## config.mk

```make
export PLATFORM = sky130hd
export DESIGN_NAME = wait_state_counter
export DESIGN_NICKNAME = d
export VERILOG_FILES = /design/src/rtl/wait_state_counter.sv
export SDC_FILE = /design/constraint.sdc
export NUM_CORES = 1
export LEC_CHECK = 0
export CAP_MARGIN = 20
export CORE_AREA = 2 2 55 57
export CTS_BUF_LIST = sky130_fd_sc_hd__clkbuf_8
export DETAILED_ROUTE_END_ITERATION = 10
export DIE_AREA = 0 0 57 59
export GPL_TIMING_DRIVEN = 0
export PLACE_DENSITY = 0.44
export SLEW_MARGIN = 15
export SYNTH_ARGS = -nofsm -noshare
export SYNTH_HDL_FRONTEND = slang
export SYNTH_SLANG_ARGS = --single-unit
export TNS_END_PERCENT = 50
```

## constraint.sdc

```tcl
create_clock -name clk -period 6.3 [get_ports clk]
set_clock_uncertainty 0.15 [all_clocks]
set_input_delay 0.945 -clock clk [delete_from_list [all_inputs] [get_ports clk]]
set_output_delay 0.945 -clock clk [all_outputs]
set_load 0.02 [all_outputs]
```

## src/rtl/wait_state_counter.sv

```systemverilog
// Retriggerable wait-state timer: counts a per-request latency, pulses done, raises valid VALID_LEAD early.
// Latency: start accepted in cycle 0 -> done in cycle lat_q; back-to-back restart in the done cycle.
// Backpressure: ready low while counting; start is dropped, not queued. WAIT_CNT_HOLD_EN adds a DONE hold state.
module wait_state_counter #(
   parameter int WIDTH      = 4,
   parameter int LATENCY    = 4,
   parameter int VALID_LEAD = 1
) (
   input  logic             clk,
   input  logic             rst_n,
   input  logic             start,
   input  logic [WIDTH-1:0] lat,
   input  logic             cancel,
   output logic             ready,
   output logic             busy,
   output logic             valid,
   output logic             done,
   output logic [WIDTH-1:0] count
);

   if (WIDTH < 1 || LATENCY < 1 || LATENCY > (1 << WIDTH) - 1 ||
       VALID_LEAD < 0 || VALID_LEAD > LATENCY) begin : g_param_check
      $error("wait_state_counter: illegal WIDTH/LATENCY/VALID_LEAD combination");
   end

   localparam logic [WIDTH-1:0] LAT_W  = WIDTH'(LATENCY);
   localparam logic [WIDTH-1:0] LEAD_W = WIDTH'(VALID_LEAD);
   localparam logic [WIDTH-1:0] ONE_W  = WIDTH'(1);

`ifdef WAIT_CNT_HOLD_EN
   typedef enum logic [1:0] {S_IDLE, S_COUNT, S_DONE} state_t;
`else
   typedef enum logic {S_IDLE, S_COUNT} state_t;
`endif

   state_t           state_q, state_d;
   logic [WIDTH-1:0] count_q, count_d;
   logic [WIDTH-1:0] lat_q, lat_d;
   logic             at_end, in_done, accept;
   logic [WIDTH-1:0] valid_thr;

   always_ff @(posedge clk or negedge rst_n) begin
      if (!rst_n) begin
         state_q <= S_IDLE;
         count_q <= '0;
         lat_q   <= LAT_W;
      end else begin
         state_q <= state_d;
         count_q <= count_d;
         lat_q   <= lat_d;
      end
   end

   always_comb begin
      state_d = state_q;
      count_d = count_q;
      lat_d   = lat_q;
      in_done = 1'b0;
`ifdef WAIT_CNT_HOLD_EN
      in_done = (state_q == S_DONE);
`endif
      at_end    = (state_q == S_COUNT) && (count_q == lat_q);
      busy      = (state_q == S_COUNT);
      done      = at_end || in_done;
      ready     = (state_q == S_IDLE) || done;
      accept    = start && ready && !cancel;
      // Saturating threshold: a short request shows valid from its first counted cycle.
      valid_thr = (lat_q > LEAD_W) ? (lat_q - LEAD_W) : '0;
      valid     = (busy && (count_q >= valid_thr)) || in_done;
      count     = count_q;

      if (cancel) begin
         state_d = S_IDLE;
         count_d = '0;
      end else if (accept) begin
         state_d = S_COUNT;
         count_d = ONE_W;
         lat_d   = (lat == '0) ? LAT_W : lat;
      end else if (state_q == S_COUNT) begin
         if (!at_end) begin
            count_d = count_q + ONE_W;
         end else begin
`ifdef WAIT_CNT_HOLD_EN
            state_d = S_DONE;
`else
            state_d = S_IDLE;
            count_d = '0;
`endif
         end
      end
   end

endmodule

```

==> out/metrics.yaml, run 1 <==
status: "completed"
powerDensity_nw_per_um2: 243
clock-sinks: 9
final_common_cell: "clkdlybuf4s50_1"
drtAntennaViolNets: 0
rrSetupSlack_ns: 4.28
die_area_sq_um: 3360
yosysSeqAreaShare: 0.340
post_drt_wl_per_cell_um: 12.7
reg2reg_depth: 4
critical-path-slowest-cell: "clkdlybuf4s50_1"
postSynthAreaPerCell_sq_um: 9.53
max-slew-margin-rel: 0.694
firstDrtPassIters: 3
fp.dieH_um: 59
report.final.setup_viol: 0
grt_antenna_before_repair: 0
cp_common_cell: "ha_1"
syn_to_final_growth_pct: 35.1
place_ws_ns: 2.71
crit_path_start_kind: "flop"
fin_crit_ns: 3.83
worst_ep_required_time_ns: 5.20
synth-seq-cells: 9
synth_warnings: 0
cts.htree.levels: 1
initial_utilization: 0.246
final_cell_mix: "clkdlybuf4s50_1 (15), inv_1 (8), nor2_1 (8), dfrtp_1 (8), ha_1 (7)"
post-cts-setup-buffers: 0
cts_buffers: 3
cap_violations: 0
drc: 0
postCtsHoldBufs: 0
multi_input_area_sq_um: 410
timing.critical_path.cells: "inv_1, ha_1, nor2_1, nor3_1, or2_2, ha_1, a21boi_0, o21ai_0, a21oi_1, clkdlybuf4s50_1"
worstPathArrival_ns: 2.73
clockPowerShare: 0.304
synth_area_sq_um: 667
p_int_mw: 0.148
tritoncts: "yes"
place_hpwl_mm: 1.15
fp-row-count: 19
routed-via-count: 563
track_usage: 0.101
die_w_um: 57
slew_viol_final: 0
vdd_drop_max_uv: 138
grt_pass1_wl_mm: 2.51
reg2reg_from: "count[2]$_DFFE_PN0P_"
drt_iter0_markers: 7
switching_power_mw: 0.0704
vias_per_cell: 4.69
io_buffers: 15
synthCells: 70
setup.worst_path.start: "lat_q[0]$_DFFE_PN0P_"
p_seq_frac: 0.358
holdPathStages: 2
leakage_nw: 0.402
drive_above_1_share: 0.124
gp_congestion: 0.699
p_comb_frac: 0.339
worst_slack_ns: 2.47
min_to: "lat_q[2]$_DFFE_PN1P_"
min_from: "lat_q[2]$_DFFE_PN1P_"
tns_ns: 0
crit_type: "reg2out"
diodes: 0
yosysUniqueCellTypes: 24
grt_max_degree: 11
period_share: 0.607
max_stage_delay_ns: 0.61
worstMarginPinSlew_ns: 0.457
grt-ovfl-total: 0
clk_latency_ns: 0.24
sw_frac_of_total: 0.322
reg2reg_to: "lat_q[3]$_DFFE_PN0P_"
rsz0062_at_grt: "false"
fmax_ghz: 0.261
final_net_count: 105
cp-end-kind: "primary output"
grt_pass1_vias: 556
regArea_sq_um: 226
clockRootBuffer: "clkbuf_8"
cts_resized: 0
clk_pin_slew_ns: 0.04
hold_viol: 0
drt_wl_total_mm: 1.52
hp-class: "reg2reg"
worstPathMaxFanout: 6
fillCellCount: 310
cts-root-to-sink-buffers: 2
core_sq_um: 2710
syn-num-nets: 85
pin_count: 16
p_total_mw: 0.219
==> cell families after synthesis <==
group           count (synthesis)  synth area share
mux                             7             0.129
xor+xnor                        4            0.0525
compound gates                 11             0.116
fa+ha+maj                       7             0.131
buf+inv                         8            0.0450
flops                           9             0.340
simple gates                   24             0.186
==> per-stage QoR <==
stage | util | hold WS (ns) | cells | instance area, sq um
final | 0.332 | 0.391 | 120 | 901
after global routing | 0.332 | 0.433 | 120 | 901
after CTS | 0.332 | 0.401 | 120 | 901
after detailed placement | 0.316 | 0.384 | 116 | 856
after global placement | 0.316 | 0.395 | 116 | 856
after floorplan | - | 0.349 | 70 | 667
==> worst max path at each step <==
stage / endpoint / slack [ns] / depth (start not counted)
floorplan: valid / 3.27 / 9
global placement: valid / 2.74 / 10
detailed placement: valid / 2.71 / 10
CTS: valid / 2.44 / 10
global route: valid / 2.34 / 10
finish: valid / 2.47 / 10
==> state kept, by name, indices dropped and copies added (netlist names) <==
name and count:
lat_q 4, busy 1, count 4
==> synth_stat cells <==
master	count	area, sq um
nand4_1	1	6.26
nand3_1	2	10.0
mux2_4	3	45.0
a31oi_1	3	18.8
nand2_1	4	15.0
a211o_4	1	17.5
nor2_1	8	30.0
xnor2_1	4	35.0
nand4_2	1	12.5
a21boi_0	1	7.51
a31o_1	1	8.76
clkbuf_1	1	3.75
dfrtp_1	8	200
inv_1	7	26.3
nand4b_1	2	17.5
and3_1	1	6.26
or2_2	1	6.26
a21oi_1	3	15.0
nor3_1	4	20.0
mux2i_1	3	30.0
dfstp_2	1	26.3
mux2_2	1	11.3
ha_1	7	87.6
o21ai_0	2	10.0
==> metal layers <==
layer	global-route usage	part of all wire	vias up
met5	0	0	-
met2	0.161	0.47	13
met3	0.0175	0.035	4
li1	-	-	289
met1	0.125	0.48	257
met4	0.0698	0.015	0
==> critical path: cells and delay by family (launching register included) <==
kind                     cells  cell delay, ns
AO/OA/AOI/OAI                3            0.40
adder cells (fa/ha/maj)      2            0.50
buffers and inverters        2            0.68
flip-flops                   1            0.45
AND/OR/NAND/NOR              3            0.46
==> power by group through the flow <==
stage / registers [mW] / logic [mW] / clock network, mW
final: 0.0782 / 0.0741 / 0.0664
after global routing: 0.0803 / 0.0822 / 0.0702
after CTS: 0.0785 / 0.0755 / 0.0681
after detailed placement: 0.0792 / 0.0752 / 0
after global placement: 0.0794 / 0.0733 / 0
after floorplan: 0.0779 / 0.0514 / 0
==> final cells by class <==
type	count	area share
flip-flops and latches	9	0.251
plain buffers	1	0.00417
repair buffers	15	0.167
inverters	7	0.0292
multi-input cells	53	0.456
clock inverters	1	0.00417
well taps	31	0.0431
clock buffers	3	0.0458
No activity file was read; power rests on OpenSTA's default activity.
==> run 2: changes to the inputs <==
--- a/config.mk
+++ b/config.mk
@@ -11,7 +11,7 @@
 export DETAILED_ROUTE_END_ITERATION = 10
 export DIE_AREA = 0 0 57 59
 export GPL_TIMING_DRIVEN = 0
-export PLACE_DENSITY = 0.44
+export PLACE_DENSITY = 0.45
 export SLEW_MARGIN = 15
 export SYNTH_ARGS = -nofsm -noshare
 export SYNTH_HDL_FRONTEND = slang
==> constraint.sdc (replaced) <==
create_clock -name clk -period 3.5 [get_ports clk]
set_clock_uncertainty 0.15 [all_clocks]
set_input_delay 0.525 -clock clk [delete_from_list [all_inputs] [get_ports clk]]
set_output_delay 0.525 -clock clk [all_outputs]
set_load 0.02 [all_outputs]
==> run 2 against run 1 <==
Compared with the run above: wire length shrank 6.1%; critical path depth is the same; largest power group unchanged; combinational power grew 78%; global-route usage shrank 0.47 points; sequential power grew 80%; via count shrank 1.4%; die area is the same; first-iteration DRC count shrank 57%; critical path type unchanged; count of clock-buffer cells in the layout is the same; cell count is the same; design area grew 0.42%.
==> out/metrics.yaml, run 2 (synthesized netlist as in run 1, its figures left out) <==
clk_pin_slew_ns: 0.04  # about the same
hold_viol: 0  # unchanged
syn_to_final_growth_pct: 35.6
post_drt_wl_per_cell_um: 11.9  # -6.1%
tns_ns: 0  # unchanged
gp_congestion: 0.687  # -1.8%
place_hpwl_mm: 1.09  # -4.9%
worstPathMaxFanout: 4  # -2
grt_max_degree: 11  # unchanged
drt_wl_total_mm: 1.43  # -6.1%
fillCellCount: 308  # -0.65%
grt_pass1_vias: 556  # unchanged
hp-class: "reg2reg"
grt-ovfl-total: 0  # unchanged
crit_family: "adder cells"
cp-end-kind: "primary output"
pin_count: 16  # unchanged
multi_input_area_sq_um: 410  # unchanged
cts.htree.levels: 1  # unchanged
worstMarginPinSlew_ns: 0.467  # +0.00978 ns
vias_per_cell: 4.63  # -1.4%
final_cells: 120  # unchanged
worstPathArrival_ns: 2.29  # -0.44 ns
die_area_sq_um: 3360  # unchanged
period_share: 0.847
critical-path-slowest-cell: "dfrtp_1"
drtAntennaViolNets: 0  # unchanged
clock-sinks: 9  # unchanged
final_cell_mix: "clkdlybuf4s50_1 (14), inv_1 (8), nor2_1 (8)"
grt_pass1_wl_mm: 2.44  # -2.7%
fin_crit_ns: 2.97
report.final.setup_viol: 0  # unchanged
initial_utilization: 0.246  # unchanged
max-slew-margin-rel: 0.688  # -0.00654
routed-via-count: 555  # -1.4%
track_usage: 0.0963  # -0.00475
critPathBufInv: 2  # unchanged
postCtsHoldBufs: 0  # unchanged
die_w_um: 57  # unchanged
leakage_nw: 0.419  # +4.2%
post-place-cells: 116  # unchanged
core_sq_um: 2710  # unchanged
slew_viol_final: 0  # unchanged
crit_type: "reg2out"
crit_path_start_kind: "flop"
drc: 0  # unchanged
fmax_ghz: 0.337
clockRootBuffer: "clkbuf_8"
final_net_count: 105  # unchanged
grt_antenna_before_repair: 0  # unchanged
regArea_sq_um: 228  # +0.55%
fp-row-count: 19  # unchanged
max_stage_delay_ns: 0.42  # -0.19 ns
diodes: 0  # unchanged
final_common_cell: "clkdlybuf4s50_1"
firstDrtPassIters: 4  # +1
worst_ep_required_time_ns: 2.82  # -2.38 ns
cp_common_cell: "ha_1"
clk_latency_ns: 0.23  # about the same
cts_buffers: 3  # unchanged
vdd_drop_max_uv: 190  # +38%
tritoncts: "yes"
cap_violations: 0  # unchanged
cts-root-to-sink-buffers: 2  # unchanged
status: "completed"
fp.dieH_um: 59  # unchanged
powerDensity_nw_per_um2: 432  # +78%
timing.critical_path.cells: "inv_1, ha_1, nor2_1, nor3_1, or2_2, ha_1, a21boi_0, o21ai_0, a21oi_1, dlymetal6s2s_1"
drt_iter0_markers: 3  # -4
fin_util: 0.334  # +0.00139
io_buffers: 15  # unchanged
rsz0062_at_grt: "false"
drive_above_1_share: 0.135  # +0.0112
run 2: changes by cell type in the layout (fill, tap and decap cells not counted):
cell             change
clkdlybuf4s50_1      -1
dfrtp_2              +1
dlymetal6s2s_1       +1
dfrtp_1              -1
run 2: path summary, 6_finish.rpt:
| path | cells past startpoint | from | to | slack [ns] |
|---|---|---|---|---|
| max in group asynchronous | 1 | rst_n | lat_q[0]$_DFFE_PN0P_ | 2.38 |
| worst max-delay path | 10 | lat_q[1]$_DFFE_PN0P_ | valid | 0.53 |
| worst max register to register | 4 | lat_q[2]$_DFFE_PN1P_ | lat_q[1]$_DFFE_PN0P_ | 1.50 |
| worst min register to register | 2 | lat_q[2]$_DFFE_PN1P_ | lat_q[2]$_DFFE_PN1P_ | 0.40 |
| min in group asynchronous | 1 | rst_n | count[1]$_DFFE_PN0P_ | 0.47 |
| worst min-delay path | 2 | lat_q[2]$_DFFE_PN1P_ | lat_q[2]$_DFFE_PN1P_ | 0.40 |
run 2: area by class of cell:
| type | instances | share of cell area |
|---|---|---|
| inverters | 7 | 0.0290 |
| plain buffers | 1 | 0.00415 |
| multi-input cells | 53 | 0.454 |
| clock buffers | 3 | 0.0456 |
| clock inverters | 1 | 0.00415 |
| repair buffers | 15 | 0.169 |
| well taps | 31 | 0.0429 |
| flip-flops and latches | 9 | 0.252 |
run 2: what timing repair did:
item                                    CTS  global route
setup buffers                             0             0
gates resized for setup                   0             2
endpoints found under the setup margin    0             1
run 2: layer usage:
metal  part of all wire  track usage
met1               0.51        0.131
met2               0.45        0.143
met3              0.032       0.0218
met4             0.0084       0.0498
met5                  0            0
run 2: through the flow:
| step | instance area (sq um) | power (mW) | hold WS, ns | setup slack [ns] |
|---|---|---|---|---|
| global route | 905 | 0.427 | 0.433 | 0.345 |
| detailed placement | 856 | 0.277 | 0.397 | 0.363 |
| CTS | 901 | 0.400 | 0.407 | 0.102 |
| global placement | 856 | 0.274 | 0.397 | 0.374 |
| floorplan | 667 | 0.233 | 0.0794 | 0.889 |
| finish | 905 | 0.391 | 0.397 | 0.535 |
run 2: tightest hold or removal path, stage by stage, from the launching register on:
cell and delay [ns]:
dfstp_2 0.38, inv_1 0.09, mux2i_1 0.07
run 2: where the power goes:
| group | internal (mW) | total, mW | switching, mW |
|---|---|---|---|
| combinational | 0.0710 | 0.132 | 0.0613 |
| sequential | 0.120 | 0.141 | 0.0215 |
| clock | 0.0764 | 0.117 | 0.0410 |
| total | 0.267 | 0.391 | 0.124 |
